**config.mk**
```make
export PLATFORM = sky130hd
export DESIGN_NAME = usb2_ep_in_packer_flat
export DESIGN_NICKNAME = d
export VERILOG_FILES = /design/src/rtl/usb2_ep_in_packer_if.sv /design/src/rtl/usb2_ep_in_packer.sv /design/src/flat_wrapper.sv
export SDC_FILE = /design/constraint.sdc
export NUM_CORES = 1
export LEC_CHECK = 0
export ABC_AREA = 1
export BUFFER_PORTS_ARGS = -buffer_cell sky130_fd_sc_hd__buf_2
export CAP_MARGIN = 20
export CORE_MARGIN = 1.5
export CORE_UTILIZATION = 53
export CTS_CLUSTER_DIAMETER = 150
export DETAILED_ROUTE_END_ITERATION = 8
export PLACE_DENSITY = 0.77
export SYNTH_ARGS = -nofsm -noshare
export SYNTH_HDL_FRONTEND = slang
export SYNTH_SLANG_ARGS = --single-unit
export TNS_END_PERCENT = 30
```
**constraint.sdc**
```tcl
create_clock -name wr_clk -period 2.3 [get_ports wr_clk]
set_clock_uncertainty 0.2 [all_clocks]
set_input_delay 0 -clock wr_clk [delete_from_list [all_inputs] [get_ports wr_clk]]
set_output_delay 0 -clock wr_clk [all_outputs]
set_load 0.01 [all_outputs]
```
**src/rtl/usb2_ep_in_packer_if.sv**
```systemverilog
// Stream-side and endpoint-buffer-side signals of the IN packetizer.
// master: user logic + endpoint; slave: the packer itself.
interface usb2_ep_in_packer_if;
  logic [7:0] s_data;
  logic       s_valid;
  logic       s_last;
  logic       s_ready;
  logic       flush;

  logic [8:0] buf_in_addr;
  logic [7:0] buf_in_data;
  logic       buf_in_wren;
  logic       buf_in_ready;
  logic       buf_in_commit;
  logic [9:0] buf_in_commit_len;
  logic       buf_in_commit_ack;

  modport master (
    output s_data, s_valid, s_last, flush, buf_in_ready, buf_in_commit_ack,
    input  s_ready, buf_in_addr, buf_in_data, buf_in_wren, buf_in_commit,
           buf_in_commit_len
  );

  modport slave (
    input  s_data, s_valid, s_last, flush, buf_in_ready, buf_in_commit_ack,
    output s_ready, buf_in_addr, buf_in_data, buf_in_wren, buf_in_commit,
           buf_in_commit_len
  );
endinterface

```
**src/rtl/usb2_ep_in_packer.sv**
```systemverilog
// USB 2.0 IN endpoint packetizer: packs a byte stream into the endpoint
// buffer and runs the commit/ack/drain handshake with the phy_clk endpoint.
module usb2_ep_in_packer #(
  parameter int unsigned MAX_PKT     = 512,
  parameter int unsigned SYNC_STAGES = 2
) (
  input  logic                     wr_clk,
  input  logic                     reset,
  usb2_ep_in_packer_if.slave       bus,
  output logic                     busy,
  output logic [15:0]              pkt_count
);

  typedef enum logic [2:0] {
    IDLE,
    FILL,
    WRITE_FLUSH,
    COMMIT,
    ACK_LOW,
    DRAIN
  } state_e;

  localparam logic [9:0] MAX_LEN = 10'(MAX_PKT);

  state_e state_q, state_d;

  logic [9:0]             count_q, count_d;
  logic [8:0]             addr_q, addr_d;
  logic [7:0]             data_q, data_d;
  logic                   wren_q, wren_d;
  logic                   commit_q, commit_d;
  logic [9:0]             commit_len_q, commit_len_d;
  logic [15:0]            pkt_count_q, pkt_count_d;
  logic [SYNC_STAGES-1:0] rdy_sync_q;
  logic [SYNC_STAGES-1:0] ack_sync_q;

  logic rdy_s;
  logic ack_s;
  logic accept;

  assign rdy_s = rdy_sync_q[SYNC_STAGES-1];
  assign ack_s = ack_sync_q[SYNC_STAGES-1];

  always_ff @(posedge wr_clk) begin
    if (reset) begin
      rdy_sync_q <= '0;
      ack_sync_q <= '0;
    end else begin
      rdy_sync_q[0] <= bus.buf_in_ready;
      ack_sync_q[0] <= bus.buf_in_commit_ack;
      for (int unsigned i = 1; i < SYNC_STAGES; i++) begin
        rdy_sync_q[i] <= rdy_sync_q[i-1];
        ack_sync_q[i] <= ack_sync_q[i-1];
      end
    end
  end

  always_ff @(posedge wr_clk) begin
    if (reset) begin
      state_q      <= IDLE;
      count_q      <= '0;
      addr_q       <= '0;
      data_q       <= '0;
      wren_q       <= 1'b0;
      commit_q     <= 1'b0;
      commit_len_q <= '0;
      pkt_count_q  <= '0;
    end else begin
      state_q      <= state_d;
      count_q      <= count_d;
      addr_q       <= addr_d;
      data_q       <= data_d;
      wren_q       <= wren_d;
      commit_q     <= commit_d;
      commit_len_q <= commit_len_d;
      pkt_count_q  <= pkt_count_d;
    end
  end

  assign accept = bus.s_valid && (state_q == FILL);

  always_comb begin
    state_d      = state_q;
    count_d      = count_q;
    addr_d       = addr_q;
    data_d       = data_q;
    wren_d       = 1'b0;
    commit_len_d = commit_len_q;
    pkt_count_d  = pkt_count_q;

    unique case (state_q)
      IDLE: begin
        if (rdy_s) begin
          state_d = FILL;
          count_d = '0;
        end
      end
      FILL: begin
        if (accept) begin
          wren_d  = 1'b1;
          addr_d  = count_q[8:0];
          data_d  = bus.s_data;
          count_d = count_q + 10'd1;
          // A flush arriving with a byte still takes the byte before closing.
          if (bus.s_last || bus.flush || (count_q + 10'd1 == MAX_LEN)) begin
            state_d = WRITE_FLUSH;
          end
        end else if (bus.flush) begin
          state_d = WRITE_FLUSH;
        end
      end
      WRITE_FLUSH: begin
        commit_len_d = count_q;
        state_d      = COMMIT;
      end
      COMMIT: begin
        if (ack_s) begin
          pkt_count_d = pkt_count_q + 16'd1;
          state_d     = ACK_LOW;
        end
      end
      ACK_LOW: begin
        if (!ack_s) state_d = DRAIN;
      end
      DRAIN: begin
        // Stale ready from the just-committed buffer must clear before refill.
        if (!rdy_s) state_d = IDLE;
      end
      default: state_d = IDLE;
    endcase

    commit_d = (state_d == COMMIT);
  end

  assign bus.s_ready           = (state_q == FILL);
  assign bus.buf_in_addr       = addr_q;
  assign bus.buf_in_data       = data_q;
  assign bus.buf_in_wren       = wren_q;
  assign bus.buf_in_commit     = commit_q;
  assign bus.buf_in_commit_len = commit_len_q;
  assign busy                  = (state_q != IDLE);
  assign pkt_count             = pkt_count_q;

endmodule

```
**src/flat_wrapper.sv**
```systemverilog
// flat-port wrapper written by rule: the top's interface ports become plain ports
module usb2_ep_in_packer_flat 
#(
  parameter int unsigned MAX_PKT     = 512,
  parameter int unsigned SYNC_STAGES = 2
)
  (wr_clk, reset, busy, pkt_count, bus_s_data, bus_s_valid, bus_s_last, bus_flush, bus_buf_in_ready, bus_buf_in_commit_ack, bus_s_ready, bus_buf_in_addr, bus_buf_in_data, bus_buf_in_wren, bus_buf_in_commit, bus_buf_in_commit_len);
  usb2_ep_in_packer_if bus_i ();
  input  logic wr_clk;
  input  logic reset;
  output logic busy;
  output logic [15:0] pkt_count;
  input wire logic [$bits(bus_i.s_data)-1:0] bus_s_data;
  input wire logic [$bits(bus_i.s_valid)-1:0] bus_s_valid;
  input wire logic [$bits(bus_i.s_last)-1:0] bus_s_last;
  input wire logic [$bits(bus_i.flush)-1:0] bus_flush;
  input wire logic [$bits(bus_i.buf_in_ready)-1:0] bus_buf_in_ready;
  input wire logic [$bits(bus_i.buf_in_commit_ack)-1:0] bus_buf_in_commit_ack;
  output wire logic [$bits(bus_i.s_ready)-1:0] bus_s_ready;
  output wire logic [$bits(bus_i.buf_in_addr)-1:0] bus_buf_in_addr;
  output wire logic [$bits(bus_i.buf_in_data)-1:0] bus_buf_in_data;
  output wire logic [$bits(bus_i.buf_in_wren)-1:0] bus_buf_in_wren;
  output wire logic [$bits(bus_i.buf_in_commit)-1:0] bus_buf_in_commit;
  output wire logic [$bits(bus_i.buf_in_commit_len)-1:0] bus_buf_in_commit_len;
  assign bus_i.s_data = bus_s_data;
  assign bus_i.s_valid = bus_s_valid;
  assign bus_i.s_last = bus_s_last;
  assign bus_i.flush = bus_flush;
  assign bus_i.buf_in_ready = bus_buf_in_ready;
  assign bus_i.buf_in_commit_ack = bus_buf_in_commit_ack;
  assign bus_s_ready = bus_i.s_ready;
  assign bus_buf_in_addr = bus_i.buf_in_addr;
  assign bus_buf_in_data = bus_i.buf_in_data;
  assign bus_buf_in_wren = bus_i.buf_in_wren;
  assign bus_buf_in_commit = bus_i.buf_in_commit;
  assign bus_buf_in_commit_len = bus_i.buf_in_commit_len;
  usb2_ep_in_packer #(.MAX_PKT(MAX_PKT), .SYNC_STAGES(SYNC_STAGES)) u_core (.wr_clk(wr_clk), .reset(reset), .bus(bus_i), .busy(busy), .pkt_count(pkt_count));
endmodule
```
==> qor.yml <==
outcome:
  outcome: "finished clean"
synthesis:
  synthesis.area_um2: 2684
  synth_ff_type: "dfxtp_1"
  ys_seq_area_frac: 0.4625
  synthTopCellsByCount: "dfxtp_1 (62), inv_1 (55), nor2_1 (55), nand2_1 (54), o21ai_0 (40)"
  syn_nets: 385
  ys_async_sr_fraction: 0
  yosys.area.top_type: "dfxtp_1"
  ys_top_cells_by_area: "dfxtp_1 (46%), inv_1 (7.7%), nor2_1 (7.7%), nand2_1 (7.6%), o21ai_0 (7.5%)"
  post-synth-top-count-cell: "dfxtp_1"
  synth_edf_count: 0
  syn_inst: 368
  synth_top_area_frac: 0.4625
  syn_avg_cell_area_um2: 7.293
  synthDistinctLibCells: 35
  yosysWarnings: 0
  ys_seq_elements: 62
critical_path:
  cp_max_fo: 6
  worstSetupPathType: "flip-flop to flip-flop"
  crit_path_start_kind: "flip-flop"
  worstPathRequired_ns: 2.31
  critical_path_arrival_ns: 1.87
  end_kind: "flip-flop"
sta:
  period_needed_ns: 1.859
  drv_slew: 0
  max_freq_mhz: 537.8
  worstMarginPinSlew_ns: 0.4928
  final.setup.tns_ns: 0
  setup_violations: 0
  final_hold_viol_count: 0
  relSlewSlack: 0.6711
  rsz0062_at_grt: "false"
  finalCritPeriodShare: 0.8085
floorplanning:
  die_x_um: 74.16
  core_area_um2: 4786
  dieArea_um2: 5500
  fp-row-count: 25
  dieHeight_um: 74.16
  io-pin-count: 62
  initial_core_util: 0.5608
final_layout:
  area_growth_pct: 28.34
  final_util: 0.7197
  layout.nets: 467
  multi_input_area_um2: 1176
  diodes: 0
  filler_cell_count: 397
  regArea_um2: 1241
  drive_above_1_share: 0.2066
global_route:
  gr-usage-met2: 0.3700
  grt_pass1_wl_mm: 10.28
  grt.busiest_layer: "met2"
  overflow: 0
  gr-usage-met1: 0.3336
  track_usage: 0.2464
  antenna_found_initial: 0
  grtUsageMet3: 0.08401
  grt_max_degree: 25
  grt_pass1_vias: 2297
route:
  viasPerCell: 5.000
  vias: 2610
  ant_nets: 0
  drc: 0
  first_pass_iters: 5
  wl_per_cell_um: 12.04
  routed_wl_mm: 6.284
  first_iter_violations: 182
clock_network:
  cts_made_buffers: 9
  cts.path.max_buffers: 2
  clk_latency_ns: 0.34
  cts_tree: "yes"
  htree_levels: 3
  cts_sinks: 62
  path_clk_slew_ns: 0.07
  cts_root_buffer: "clkbuf_8"
job:
  maxCapViolations: 0
power_and_ir_drop:
  ir_drop_mv: 0.4639
  leakagePower_uw: 0.001610
  power.density_nw_per_um2: 698.1
placement:
  port_buffers: 61
  gp_congestion: 0.9001
  hpwlAfterDp_mm: 4.244
hold_path:
  hold_class: "flip-flop to flip-flop"
-- placed cells by master, fill, tap and decap left out, drive strengths merged, types with 5 or more instances in the layout --
master,instances
dfxtp,62
clkbuf,12
nor3,5
a21oi,37
o21ai,42
nand3,18
nor2,58
dlygate4sd3,17
nand2,57
buf,66
inv,56
nand4,5
-- area by class of cell --
cell class,count,area share
flip-flops and latches,62,0.3603
inverters,57,0.06248
clock inverters,4,0.02034
multi-input cells,237,0.3414
well taps,67,0.02434
clock buffers,12,0.04214
repair buffers,83,0.1489
-- report_power, final --
group | switching [uW] | leakage [uW] | total (uW) | internal (uW)
clock network | 404 | 0.000110 | 1040 | 637
logic | 131 | 0.000998 | 225 | 93.9
registers | 22.8 | 0.000502 | 1140 | 1120
total | 557 | 0.00161 | 2400 | 1850
-- worst max-delay path, stage by stage, from the launching register on --
cell and delay [ns]:
dfxtp_1 0.43, ha_1 0.21, nand2_1 0.13, nor2_1 0.19
nand3_1 0.09, nand2_1 0.07, nand2_1 0.06, nor2_1 0.10
nand3_1 0.11, nand3_1 0.09, a21oi_1 0.06
-- sequential cells by signal (all words and copies together), names as in the netlist --
signal	count
u_core.bus.buf_in_wren	1
u_core.bus.buf_in_commit	1
u_core.pkt_count	16
u_core.bus.buf_in_commit_len	10
u_core.state_q	3
u_core.bus.buf_in_data	8
u_core.count_q	10
u_core.bus.buf_in_addr	9
u_core.rdy_sync_q	2
u_core.ack_sync_q	2
-- repair_timing --
item                       4_1_cts  5_1_grt
gates resized for setup          0        0
setup endpoints to repair        0        0
hold buffers                    17        0
buffers inserted                 0        0
hold endpoints to repair        28        0
-- routing by layer --
layer  routed length [um]  vias up
met5                    0        -
met4                   47        0
met3                  380        4
met2                 2839       96
met1                 3017     1170
li1                     -     1340
-- worst paths after layout --
| check | startpoint | to | slack [ns] | depth (start not counted) |
|---|---|---|---|---|
| min reg2reg | u_core.ack_sync_q[0]$_SDFF_PP0_ | u_core.ack_sync_q[1]$_SDFF_PP0_ | 0.22 | 2 |
| max reg2reg | u_core.count_q[1]$_SDFFE_PP0P_ | u_core.state_q[0]$_SDFF_PP0_ | 0.44 | 10 |
| min | u_core.ack_sync_q[0]$_SDFF_PP0_ | u_core.ack_sync_q[1]$_SDFF_PP0_ | 0.22 | 2 |
| max | u_core.count_q[1]$_SDFFE_PP0P_ | u_core.state_q[0]$_SDFF_PP0_ | 0.44 | 10 |
-- cells by family after synthesis --
logic type      synth area share
compound gates            0.1585
buf+inv                  0.09930
xor+xnor                0.006528
flops                     0.4625
simple gates              0.2639
fa+ha+maj               0.009323
-- per-stage QoR --
step                total power (uW)  hold slack (ns)  instance area, um^2  worst slack [ns]  cells
floorplan                       1281         -0.09303                 2684            0.6724    368
CTS                             2427           0.1977                 3445            0.4559    522
finish                          2405           0.2171                 3445            0.4406    522
global placement                1356         0.006879                 3059            0.5659    489
global route                    2502           0.2362                 3445            0.2486    522
detailed placement              1360         0.009585                 3059            0.4799    489
No activity file was read; power rests on OpenSTA's default activity.
